--- config.mk ---
export PLATFORM = sky130hd
export DESIGN_NAME = seg7_scan_driver_flat
export DESIGN_NICKNAME = d
export VERILOG_FILES = /design/src/rtl/seg7_pkg.sv /design/src/rtl/seg7_scan_driver_if.sv /design/src/rtl/seg7_decoder.sv /design/src/rtl/seg7_scan_driver.sv /design/src/flat_wrapper.sv
export SDC_FILE = /design/constraint.sdc
export NUM_CORES = 1
export LEC_CHECK = 0
export CAP_MARGIN = 10
export CORE_MARGIN = 3
export CORE_UTILIZATION = 30
export CTS_CLUSTER_DIAMETER = 200
export DETAILED_ROUTE_END_ITERATION = 16
export DONT_BUFFER_PORTS = 1
export SYNTH_ARGS = -nofsm -noshare
export SYNTH_HDL_FRONTEND = slang
export SYNTH_SLANG_ARGS = --single-unit
export TNS_END_PERCENT = 20
--- constraint.sdc ---
create_clock -name clk -period 2.12 [get_ports clk]
set_clock_uncertainty 0.15 [all_clocks]
set_input_delay 0.318 -clock clk [delete_from_list [all_inputs] [get_ports clk]]
set_output_delay 0.318 -clock clk [all_outputs]
set_load 0.05 [all_outputs]
--- src/rtl/seg7_pkg.sv ---
// Shared constants and types for the 7-segment scan driver.
// All patterns here are active-high; output polarity is applied at the output registers.
package seg7_pkg;

  localparam int NUM_DIGITS = 4;

  localparam logic [7:0]            SEG_OFF = 8'h00;
  localparam logic [NUM_DIGITS-1:0] SEL_OFF = '0;

  // gfedcba codes, element n is the glyph for hex digit n
  localparam logic [15:0][6:0] SEG_TABLE = {
    7'h71, 7'h79, 7'h5E, 7'h39, 7'h7C, 7'h77, 7'h6F, 7'h7F,
    7'h07, 7'h7D, 7'h6D, 7'h66, 7'h4F, 7'h5B, 7'h06, 7'h3F
  };

  typedef struct packed {
    logic [4*NUM_DIGITS-1:0] data;
    logic [NUM_DIGITS-1:0]   dp;
    logic                    lz;
  } disp_t;

endpackage

--- src/rtl/seg7_scan_driver_if.sv ---
// Upstream load port and display pins of the scan driver.
// master = upstream mode/counter logic, slave = the scan driver itself.
interface seg7_scan_driver_if;
  import seg7_pkg::*;

  logic [4*NUM_DIGITS-1:0] data_in;
  logic [NUM_DIGITS-1:0]   dp_in;
  logic                    blank_lz;
  logic                    load;
  logic                    frame_done;
  logic [NUM_DIGITS-1:0]   led_sel;
  logic [7:0]              led;

  modport master (
    output data_in, dp_in, blank_lz, load,
    input  frame_done, led_sel, led
  );

  modport slave (
    input  data_in, dp_in, blank_lz, load,
    output frame_done, led_sel, led
  );

endinterface

--- src/rtl/seg7_decoder.sv ---
// Nibble + dp to active-high {dp,g..a}; purely combinational, no backpressure.
// A blanked digit drops its glyph but keeps the decimal point.
module seg7_decoder
  import seg7_pkg::*;
(
  input  logic [3:0] nibble,
  input  logic       dp,
  input  logic       blank,
  output logic [7:0] seg
);

  always_comb begin
    seg = {dp, blank ? 7'h00 : SEG_TABLE[nibble]};
  end

endmodule

--- src/rtl/seg7_scan_driver.sv ---
// Double-buffered 4-digit multiplexed display driver; outputs 1 cycle behind the scan counters.
// load is always accepted (no backpressure); new values take effect only at a frame boundary.
module seg7_scan_driver
  import seg7_pkg::*;
#(
  parameter int REFRESH_DIV  = 50000,
  parameter int BLANK_CYCLES = 16,
  parameter bit ACTIVE_LOW   = 1'b1
) (
  input  logic              clk,
  input  logic              rst,
  seg7_scan_driver_if.slave bus
);

  localparam int SW = $clog2(REFRESH_DIV);
  localparam logic [NUM_DIGITS-1:0] SEL_POL = ACTIVE_LOW ? '1 : '0;
  localparam logic [7:0]            SEG_POL = ACTIVE_LOW ? 8'hFF : 8'h00;
  localparam logic [1:0]            LAST_DIG = 2'(NUM_DIGITS - 1);

  logic [SW-1:0]         slot_cnt;
  logic [1:0]            dig_idx;
  disp_t                 pend_q;
  disp_t                 act_q;
  logic                  pend_valid;
  logic                  frame_done_q;
  logic [NUM_DIGITS-1:0] led_sel_q;
  logic [7:0]            led_q;

  logic                  slot_end;
  logic                  frame_end;
  logic                  frame_pre_end;
  logic                  in_blank;
  disp_t                 load_val;
  logic [NUM_DIGITS-1:0] lz_blank;
  logic [3:0]            cur_nib;
  logic [7:0]            dec_seg;
  logic [NUM_DIGITS-1:0] sel_hi;
  logic [7:0]            seg_hi;

  always_comb begin
    slot_end      = (slot_cnt == SW'(REFRESH_DIV - 1));
    frame_end     = slot_end && (dig_idx == LAST_DIG);
    // frame_done is registered, so arm it one cycle early to land on the wrap cycle
    frame_pre_end = (slot_cnt == SW'(REFRESH_DIV - 2)) && (dig_idx == LAST_DIG);
    in_blank      = (slot_cnt < SW'(BLANK_CYCLES));
    load_val      = '{data: bus.data_in, dp: bus.dp_in, lz: bus.blank_lz};
  end

  always_ff @(posedge clk or posedge rst) begin
    if (rst) begin
      slot_cnt     <= '0;
      dig_idx      <= '0;
      pend_q       <= '0;
      act_q        <= '0;
      pend_valid   <= 1'b0;
      frame_done_q <= 1'b0;
    end else begin
      slot_cnt     <= slot_end ? '0 : slot_cnt + SW'(1);
      frame_done_q <= frame_pre_end;
      if (slot_end) begin
        dig_idx <= dig_idx + 2'd1;
      end
      // a load coinciding with the wrap bypasses pending so it is not lost for a frame
      if (frame_end) begin
        if (bus.load) begin
          act_q <= load_val;
        end else if (pend_valid) begin
          act_q <= pend_q;
        end
        pend_valid <= 1'b0;
      end else if (bus.load) begin
        pend_q     <= load_val;
        pend_valid <= 1'b1;
      end
    end
  end

  // digit i blanks only when it and every more-significant nibble are zero
  always_comb begin
    lz_blank    = '0;
    lz_blank[3] = act_q.lz && (act_q.data[15:12] == 4'h0);
    lz_blank[2] = lz_blank[3] && (act_q.data[11:8] == 4'h0);
    lz_blank[1] = lz_blank[2] && (act_q.data[7:4] == 4'h0);
    cur_nib     = act_q.data[{dig_idx, 2'b00} +: 4];
  end

  seg7_decoder u_decoder (
    .nibble (cur_nib),
    .dp     (act_q.dp[dig_idx]),
    .blank  (lz_blank[dig_idx]),
    .seg    (dec_seg)
  );

  always_comb begin
    sel_hi = SEL_OFF;
    seg_hi = SEG_OFF;
    if (!in_blank) begin
      sel_hi          = SEL_OFF;
      sel_hi[dig_idx] = 1'b1;
      seg_hi          = dec_seg;
    end
  end

  always_ff @(posedge clk or posedge rst) begin
    if (rst) begin
      led_sel_q <= SEL_OFF ^ SEL_POL;
      led_q     <= SEG_OFF ^ SEG_POL;
    end else begin
      led_sel_q <= sel_hi ^ SEL_POL;
      led_q     <= seg_hi ^ SEG_POL;
    end
  end

  assign bus.frame_done = frame_done_q;
  assign bus.led_sel    = led_sel_q;
  assign bus.led        = led_q;

endmodule

--- src/flat_wrapper.sv ---
// flat-port wrapper written by rule: the top's interface ports become plain ports
module seg7_scan_driver_flat import seg7_pkg::*;
#(
  parameter int REFRESH_DIV  = 50000,
  parameter int BLANK_CYCLES = 16,
  parameter bit ACTIVE_LOW   = 1'b1
)
  (clk, rst, bus_data_in, bus_dp_in, bus_blank_lz, bus_load, bus_frame_done, bus_led_sel, bus_led);
  seg7_scan_driver_if bus_i ();
  input  logic clk;
  input  logic rst;
  input wire logic [$bits(bus_i.data_in)-1:0] bus_data_in;
  input wire logic [$bits(bus_i.dp_in)-1:0] bus_dp_in;
  input wire logic [$bits(bus_i.blank_lz)-1:0] bus_blank_lz;
  input wire logic [$bits(bus_i.load)-1:0] bus_load;
  output wire logic [$bits(bus_i.frame_done)-1:0] bus_frame_done;
  output wire logic [$bits(bus_i.led_sel)-1:0] bus_led_sel;
  output wire logic [$bits(bus_i.led)-1:0] bus_led;
  assign bus_i.data_in = bus_data_in;
  assign bus_i.dp_in = bus_dp_in;
  assign bus_i.blank_lz = bus_blank_lz;
  assign bus_i.load = bus_load;
  assign bus_frame_done = bus_i.frame_done;
  assign bus_led_sel = bus_i.led_sel;
  assign bus_led = bus_i.led;
  seg7_scan_driver #(.REFRESH_DIV(REFRESH_DIV), .BLANK_CYCLES(BLANK_CYCLES), .ACTIVE_LOW(ACTIVE_LOW)) u_core (.clk(clk), .rst(rst), .bus(bus_i));
endmodule
==> reports/results.ini, run 1 <==
[clock_network]
numCtsBuffers=9
cts_tree=done
clkSinkCount=74
clk_pin_slew_ns=0.06
root_buffer=clkbuf_16
clkLatencyLatePin_ns=0.34
cts.path.max_buffers=2
htree_levels=3

[sta]
max_slew_margin_pct=70.3
finalSetupViolCount=29
fin_crit_sh_pct=106
slew_violations=0
max_freq_mhz=444
rsz0062_at_grt=yes
tightest_slew_ns=0.445
worst_slack_ns=-0.131
finalHoldViolations=0
layout_min_cycle_time_ns=2.25

[synthesis]
syn_area_um2=3600
synth_top_area_share_pct=43.1
ys_ff_latch=74
postSynth.asyncResetShare_pct=100
ys_types=40
yosys.area.top_type=dfrtp_1
yosysSeqAreaShare_pct=51.9
synthTopCellsByArea=dfrtp_1 43%, dfstp_2 8.8%, mux2_4 8.3%
ys.flop_type=dfrtp_1
syn_inst=307
syn_area_per_cell_um2=11.7
synth.most_common_cell=dfrtp_1
synth_edf_count=0
syn-num-nets=343
synth_common_cells=62 x dfrtp_1, 35 x nand2_1, 28 x mux2i_1
yosysWarnings=0

[global_route]
grt_pass1_wl_um=13000
overflow=0
grt.total_usage_pct=12.8
grt_max_degree=75
grt_pass1_vias=2582
grt_antenna_before_repair=0

[floorplan]
dieArea_um2=13300
die_x_um=116
core_area_um2=11600
start_util_pct=31.1
rows=39
ios=37
die_h_um=116

[place]
place_area_um2=3960
post-dp-hpwl_um=4990
globalplace.congestion=0.795
port_buffers=0
preCtsSetupSlack_ns=-0.143

[power]
p_leak_nw=2.09
p_int_mw=2.44
share_comb_of_total_power_pct=6.8
peakVddDrop_mv=0.507
clkPwrFrac_pct=45.6
pwr-share-seq_pct=47.6
power.switching_mw=0.661
power.density_nw_per_um2=676
switching_share_pct=21.3

[route]
post-route-drc-count=0
wire_per_inst_um=15.3
drt_pass1_iterations=4
ant_nets=0
drt-total-wl_um=7740
via_per_inst=4.79
vias=2428
drt-initial-drc-count=66

[worst_setup_path]
critical_path.reg2reg.startpoint=u_core.slot_cnt[7]
reg2reg_slack_ns=-0.13
cp.required_ns=2.19
critPathArrivalTime_ns=2.32
max_stage_delay_ns=0.55
rr_worst_depth=7
crit_path_max_fanout=5
path_cells=or4_4, nor4_4, buf_4, a31oi_4, buf_6, buf_16, mux2_4
setup.worst_path.class=reg -> reg
path_buf_inv=3
endpoint_kind=register
timing.rr.end=u_core.pend_q[1]
cp-start-kind=register
slowest_stage=or4_4
cp-startpoint=u_core.slot_cnt[7]
crit_family=simple AND/OR/NAND/NOR gates

[layout]
n_antenna_cell=0
syn_to_final_growth_pct=27.6
design_area_um2=4590
drive_gt1_share_pct=26.6
final_nets=395
nFillCells=1081

[min_path]
hp-start=bus_data_in[3]
worstHoldPathCells=2
min_to=u_core.act_q[8]
min_path_type=in -> reg

[outcome]
violations=setup timing
outcome=finished, violations left

[job]
maxCapViolations=0

[power groups by stage]
stage | registers, mW | clock network [mW] | logic [mW]
6_report | 1.48 | 1.42 | 0.212
5_1_grt | 1.48 | 1.51 | 0.231
4_1_cts | 1.48 | 1.46 | 0.217
3_5_place_dp | 1.50 | 0 | 0.157
3_3_place_gp | 1.50 | 0 | 0.152
2_1_floorplan | 1.49 | 0 | 0.138
[cell usage in the layout (no fill, tap or decap), types with 2 or more instances in the layout]
| cell type | n |
|---|---|
| dfrtp_1 | 61 |
| nand2_1 | 33 |
| mux2i_1 | 28 |
| buf_4 | 24 |
| dlygate4sd3_1 | 22 |
| mux2_4 | 20 |
| o21ai_1 | 20 |
| nor2_1 | 16 |
| nand3_1 | 14 |
| dfstp_2 | 12 |
| ha_1 | 11 |
| clkbuf_16 | 10 |
| a21oi_1 | 8 |
| inv_1 | 7 |
| xnor2_1 | 7 |
| xor2_1 | 6 |
| o21ai_0 | 5 |
| mux2_2 | 5 |
| nor4_1 | 4 |
| and3_1 | 3 |
| mux4_2 | 3 |
| nor3_1 | 3 |
| clkbuf_1 | 3 |
| buf_6 | 3 |
| buf_12 | 3 |
| nand2_2 | 2 |
| o221ai_1 | 2 |
| a211o_1 | 2 |
| o211ai_1 | 2 |
| clkinvlp_4 | 2 |
| clkbuf_8 | 2 |
| buf_16 | 2 |
[layout make-up]
class / count / area, um^2 / share of cell area, %
Clock buffer: 14 / 264 / 5.75
Clock inverter: 2 / 12.5 / 0.272
Inverter: 9 / 37.5 / 0.817
Multi-Input combinational cell: 210 / 1660 / 36.1
Sequential cell: 74 / 1870 / 40.7
Tap cell: 143 / 179 / 3.89
Timing Repair Buffer: 55 / 574 / 12.5
[metrics by stage]
step / hold WS, ns / power [mW] / util [%] / TNS (ns) / std cells
4_1_cts: 0.00890 / 3.15 / 39.7 / -1.95 / 507
3_3_place_gp: 0.177 / 1.65 / 34.2 / -3.32 / 462
5_1_grt: 0.0220 / 3.22 / 39.7 / -5.20 / 507
3_5_place_dp: 0.186 / 1.66 / 34.2 / -3.39 / 462
6_report: 0.0179 / 3.11 / 39.7 / -1.57 / 507
2_1_floorplan: 0.300 / 1.63 / - / -1.96 / 307
[timing repair]
| action | CTS | global route |
|---|---|---|
| pin swaps | 5 | 0 |
| hold endpoints to repair | 83 | 0 |
| setup buffers | 4 | 0 |
| cloned | 3 | 0 |
| hold buffers | 22 | 0 |
| resized for setup | 9 | 5 |
| setup endpoints to repair | 43 | 46 |
[cell families after synthesis]
logic type / after synthesis / synth area share [%]
AOI/OAI and AO/OA: 43 / 6.85
xor gates and xnor gates: 13 / 3.16
muxes: 56 / 19.6
DFF: 74 / 51.9
adders and majority gates: 12 / 4.17
buffers and inverters: 23 / 2.88
and+or+nand+nor: 86 / 11.5
[state kept, by name, summed over array words and instances (netlist names)]
signal and cells:
u_core.act_q 21, u_core.bus.frame_done 1, u_core.bus.led 8, u_core.bus.led_sel 4, u_core.dig_idx 2, u_core.pend_q 21, u_core.pend_valid 1, u_core.slot_cnt 16
[metal layers]
layer / up-vias / GRT usage (%) / routed length [um]
li1: 1187 / - / -
met1: 1191 / 16.9 / 3700
met2: 39 / 19.6 / 3600
met3: 11 / 3.97 / 294
met4: 0 / 5.24 / 138
met5: - / 0 / 0
[worst max path at each step]
stage / cells after the start / end
2_1_floorplan: 5 / u_core.pend_q[0]
3_3_place_gp: 6 / u_core.pend_q[12]
3_5_place_dp: 6 / u_core.pend_q[16]
4_1_cts: 7 / u_core.pend_q[10]
5_1_grt: 7 / u_core.pend_q[10]
6_report: 7 / u_core.pend_q[1]
[worst register-to-register path: cells and delay by family (launching register included)]
kind | cells | cell delay, ns
mux | 1 | 0.29
flops | 1 | 0.37
buf+inv | 3 | 0.48
compound gates | 1 | 0.15
simple gates | 2 | 0.69
Note: power is estimated with default switching activity, not from simulation.
==> run 2: changes to the inputs <==
Settings changed: CAP_MARGIN 10 to 20, GPL_ROUTABILITY_DRIVEN set to 1.
Clock period 2.12 ns to 2.3 ns, I/O delays scaled along.
==> reports/results.ini, run 2 (synthesis results as in run 1) <==
[outcome]
outcome=finished clean  ; was finished, violations left

[layout]
multi_input_area_um2=1660  ; unchanged
utilization_pct=38.1  ; was 39.7%
n_antenna_cell=0  ; unchanged
layout_common_cells=62 x dfrtp_1, 35 x nand2_1, 28 x mux2i_1  ; was 61 x dfrtp_1, 33 x nand2_1, 28 x mux2i_1
final_nets=376  ; was 395
seqCellArea_um2=1870  ; about the same
layout_commonest_cell=dfrtp_1  ; unchanged
fin_cells=488  ; was 507
reg_top3=u_core.act_q x21, u_core.pend_q x21, u_core.slot_cnt x16  ; unchanged
nFillCells=1109  ; was 1081
syn_to_final_growth_pct=22.5  ; was 27.6%
drive_gt1_share_pct=22.6  ; was 26.6%

[floorplan]
start_util_pct=31.1  ; unchanged
die_h_um=116  ; unchanged
die_x_um=116  ; unchanged
core_area_um2=11600  ; unchanged
ios=37  ; unchanged
dieArea_um2=13300  ; unchanged
rows=39  ; unchanged

[sta]
slew_violations=0  ; unchanged
tightest_slew_ns=0.612  ; was 0.445 ns
finalHoldViolations=0  ; unchanged
fin_crit_sh_pct=95.8  ; was 106%
finalSetupViolCount=0  ; was 29
worst_slack_ns=0.0972  ; was -0.131 ns
max_slew_margin_pct=59.1  ; was 70.3%
max_freq_mhz=454  ; was 444 MHz
rsz0062_at_grt=no  ; was yes
layout_min_cycle_time_ns=2.20  ; was 2.25 ns

[global_route]
grt_max_degree=43  ; was 75
grt_antenna_before_repair=0  ; unchanged
grt_pass1_wl_um=12200  ; was 13000 um
overflow=0  ; unchanged
grt_pass1_vias=2369  ; was 2582
grt.total_usage_pct=11.7  ; was 12.8%

[route]
vias=2375  ; was 2428
drt-initial-drc-count=99  ; was 66
post-route-drc-count=0  ; unchanged
ant_nets=0  ; unchanged
drt-total-wl_um=7270  ; was 7740 um
drt_pass1_iterations=4  ; unchanged
via_per_inst=4.87  ; was 4.79
wire_per_inst_um=14.9  ; was 15.3 um

[worst_setup_path]
cp-start-kind=register  ; unchanged
setup.worst_path.class=reg -> reg  ; unchanged
cp.required_ns=2.36  ; was 2.19 ns
endpoint_kind=register  ; unchanged
critPathArrivalTime_ns=2.27  ; was 2.32 ns
max_stage_delay_ns=0.45  ; was 0.55 ns
crit_path_max_fanout=21  ; was 5
path_cells=or3_1, nor4_4, a31oi_4, buf_12, mux2_4  ; was or4_4, nor4_4, buf_4, a31oi_4, buf_6, buf_16, mux2_4
slowest_stage=or3_1  ; was or4_4

[clock_network]
clk_pin_slew_ns=0.06  ; about the same
cts.path.max_buffers=2  ; unchanged
cts_tree=done  ; unchanged
cts_setup_buffers=0  ; was 4
root_buffer=clkbuf_16  ; unchanged
numCtsBuffers=9  ; unchanged
clkSinkCount=74  ; unchanged
clkLatencyLatePin_ns=0.33  ; was 0.34 ns
htree_levels=3  ; unchanged

[power]
power.density_nw_per_um2=663  ; was 676 nW/um^2
peakVddDrop_mv=0.433  ; was 0.507 mV
p_leak_nw=1.97  ; was 2.09 nW

[job]
maxCapViolations=0  ; unchanged

[place]
post-dp-hpwl_um=5130  ; was 4990 um
globalplace.congestion=0.783  ; was 0.795
dpl.cell_count=452  ; was 462
port_buffers=0  ; unchanged
preCtsSetupSlack_ns=-0.0112  ; was -0.143 ns

[min_path]
min_path_type=in -> reg  ; unchanged

==> run 2: cell types whose count changed in the layout (fill, tap and decap cells not counted), sizes merged <==
cell and delta:
buf -16, bufinv +1, clkbuf -5, clkinvlp +2, dlygate4sd3 -2, inv +1
==> run 2: path summary, 6_finish.rpt <==
kind / from / end / slack (ns) / depth (start not counted)
setup reg to reg: u_core.slot_cnt[10] / u_core.pend_q[10] / 0.1 / 5
max in group asynchronous: rst / u_core.act_q[17] / 0.95 / 3
min in group asynchronous: rst / u_core.pend_q[7] / 0.42 / 2
hold reg to reg: u_core.act_q[1] / u_core.act_q[1] / 0.33 / 2
hold / removal: bus_dp_in[2] / u_core.pend_q[3] / 0.02 / 1
setup / recovery: u_core.slot_cnt[10] / u_core.pend_q[10] / 0.1 / 5
==> run 2: layout make-up <==
class,instances,share of cell area [%]
clock buffer,10,5.19
clock inverter,6,1.50
inverter,9,0.852
multi-input combinational,210,37.6
sequential,74,42.4
tap,143,4.06
timing repair buffer,36,8.40
==> run 2: per-stage QoR <==
step	TNS, ns	hold slack, ns	cell area, um^2	power [mW]
global route	0	0.00475	4410	3.04
floorplan	0	0.300	3600	1.50
finish	0	0.0151	4410	2.92
CTS	0	0.000215	4350	2.96
global placement	0	0.168	3900	1.52
detailed placement	-0.0727	0.180	3900	1.53
==> run 2: layer usage <==
layer	GRT usage, %	up-vias	wire, um
met5	0	-	0
li1	-	1149	-
met1	16.0	1164	3420
met2	17.4	50	3350
met3	3.13	12	341
met4	5.24	0	149
==> run 2: worst max-delay path: cells and delay by family (launching register included) <==
family	cells	cell delay, ns
AOI/OAI and AO/OA	1	0.14
muxes	1	0.31
buffers and inverters	1	0.19
DFF	1	0.40
and+or+nand+nor	2	0.88
==> run 2: timing repair <==
| action | in CTS | in global routing |
|---|---|---|
| hold endpoints to repair | 35 | 4 |
| resized for setup | 0 | 3 |
| pin swaps | 1 | 0 |
| setup endpoints to repair | 20 | 1 |
| hold buffers | 16 | 4 |
==> run 2: power by group <==
| group | internal [mW] | switching (mW) | leakage (nW) | total, mW |
|---|---|---|---|---|
| Clock | 0.841 | 0.548 | 0.135 | 1.39 |
| Combinational | 0.106 | 0.0643 | 0.911 | 0.170 |
| Sequential | 1.34 | 0.0200 | 0.924 | 1.36 |
| Total | 2.29 | 0.632 | 1.97 | 2.92 |
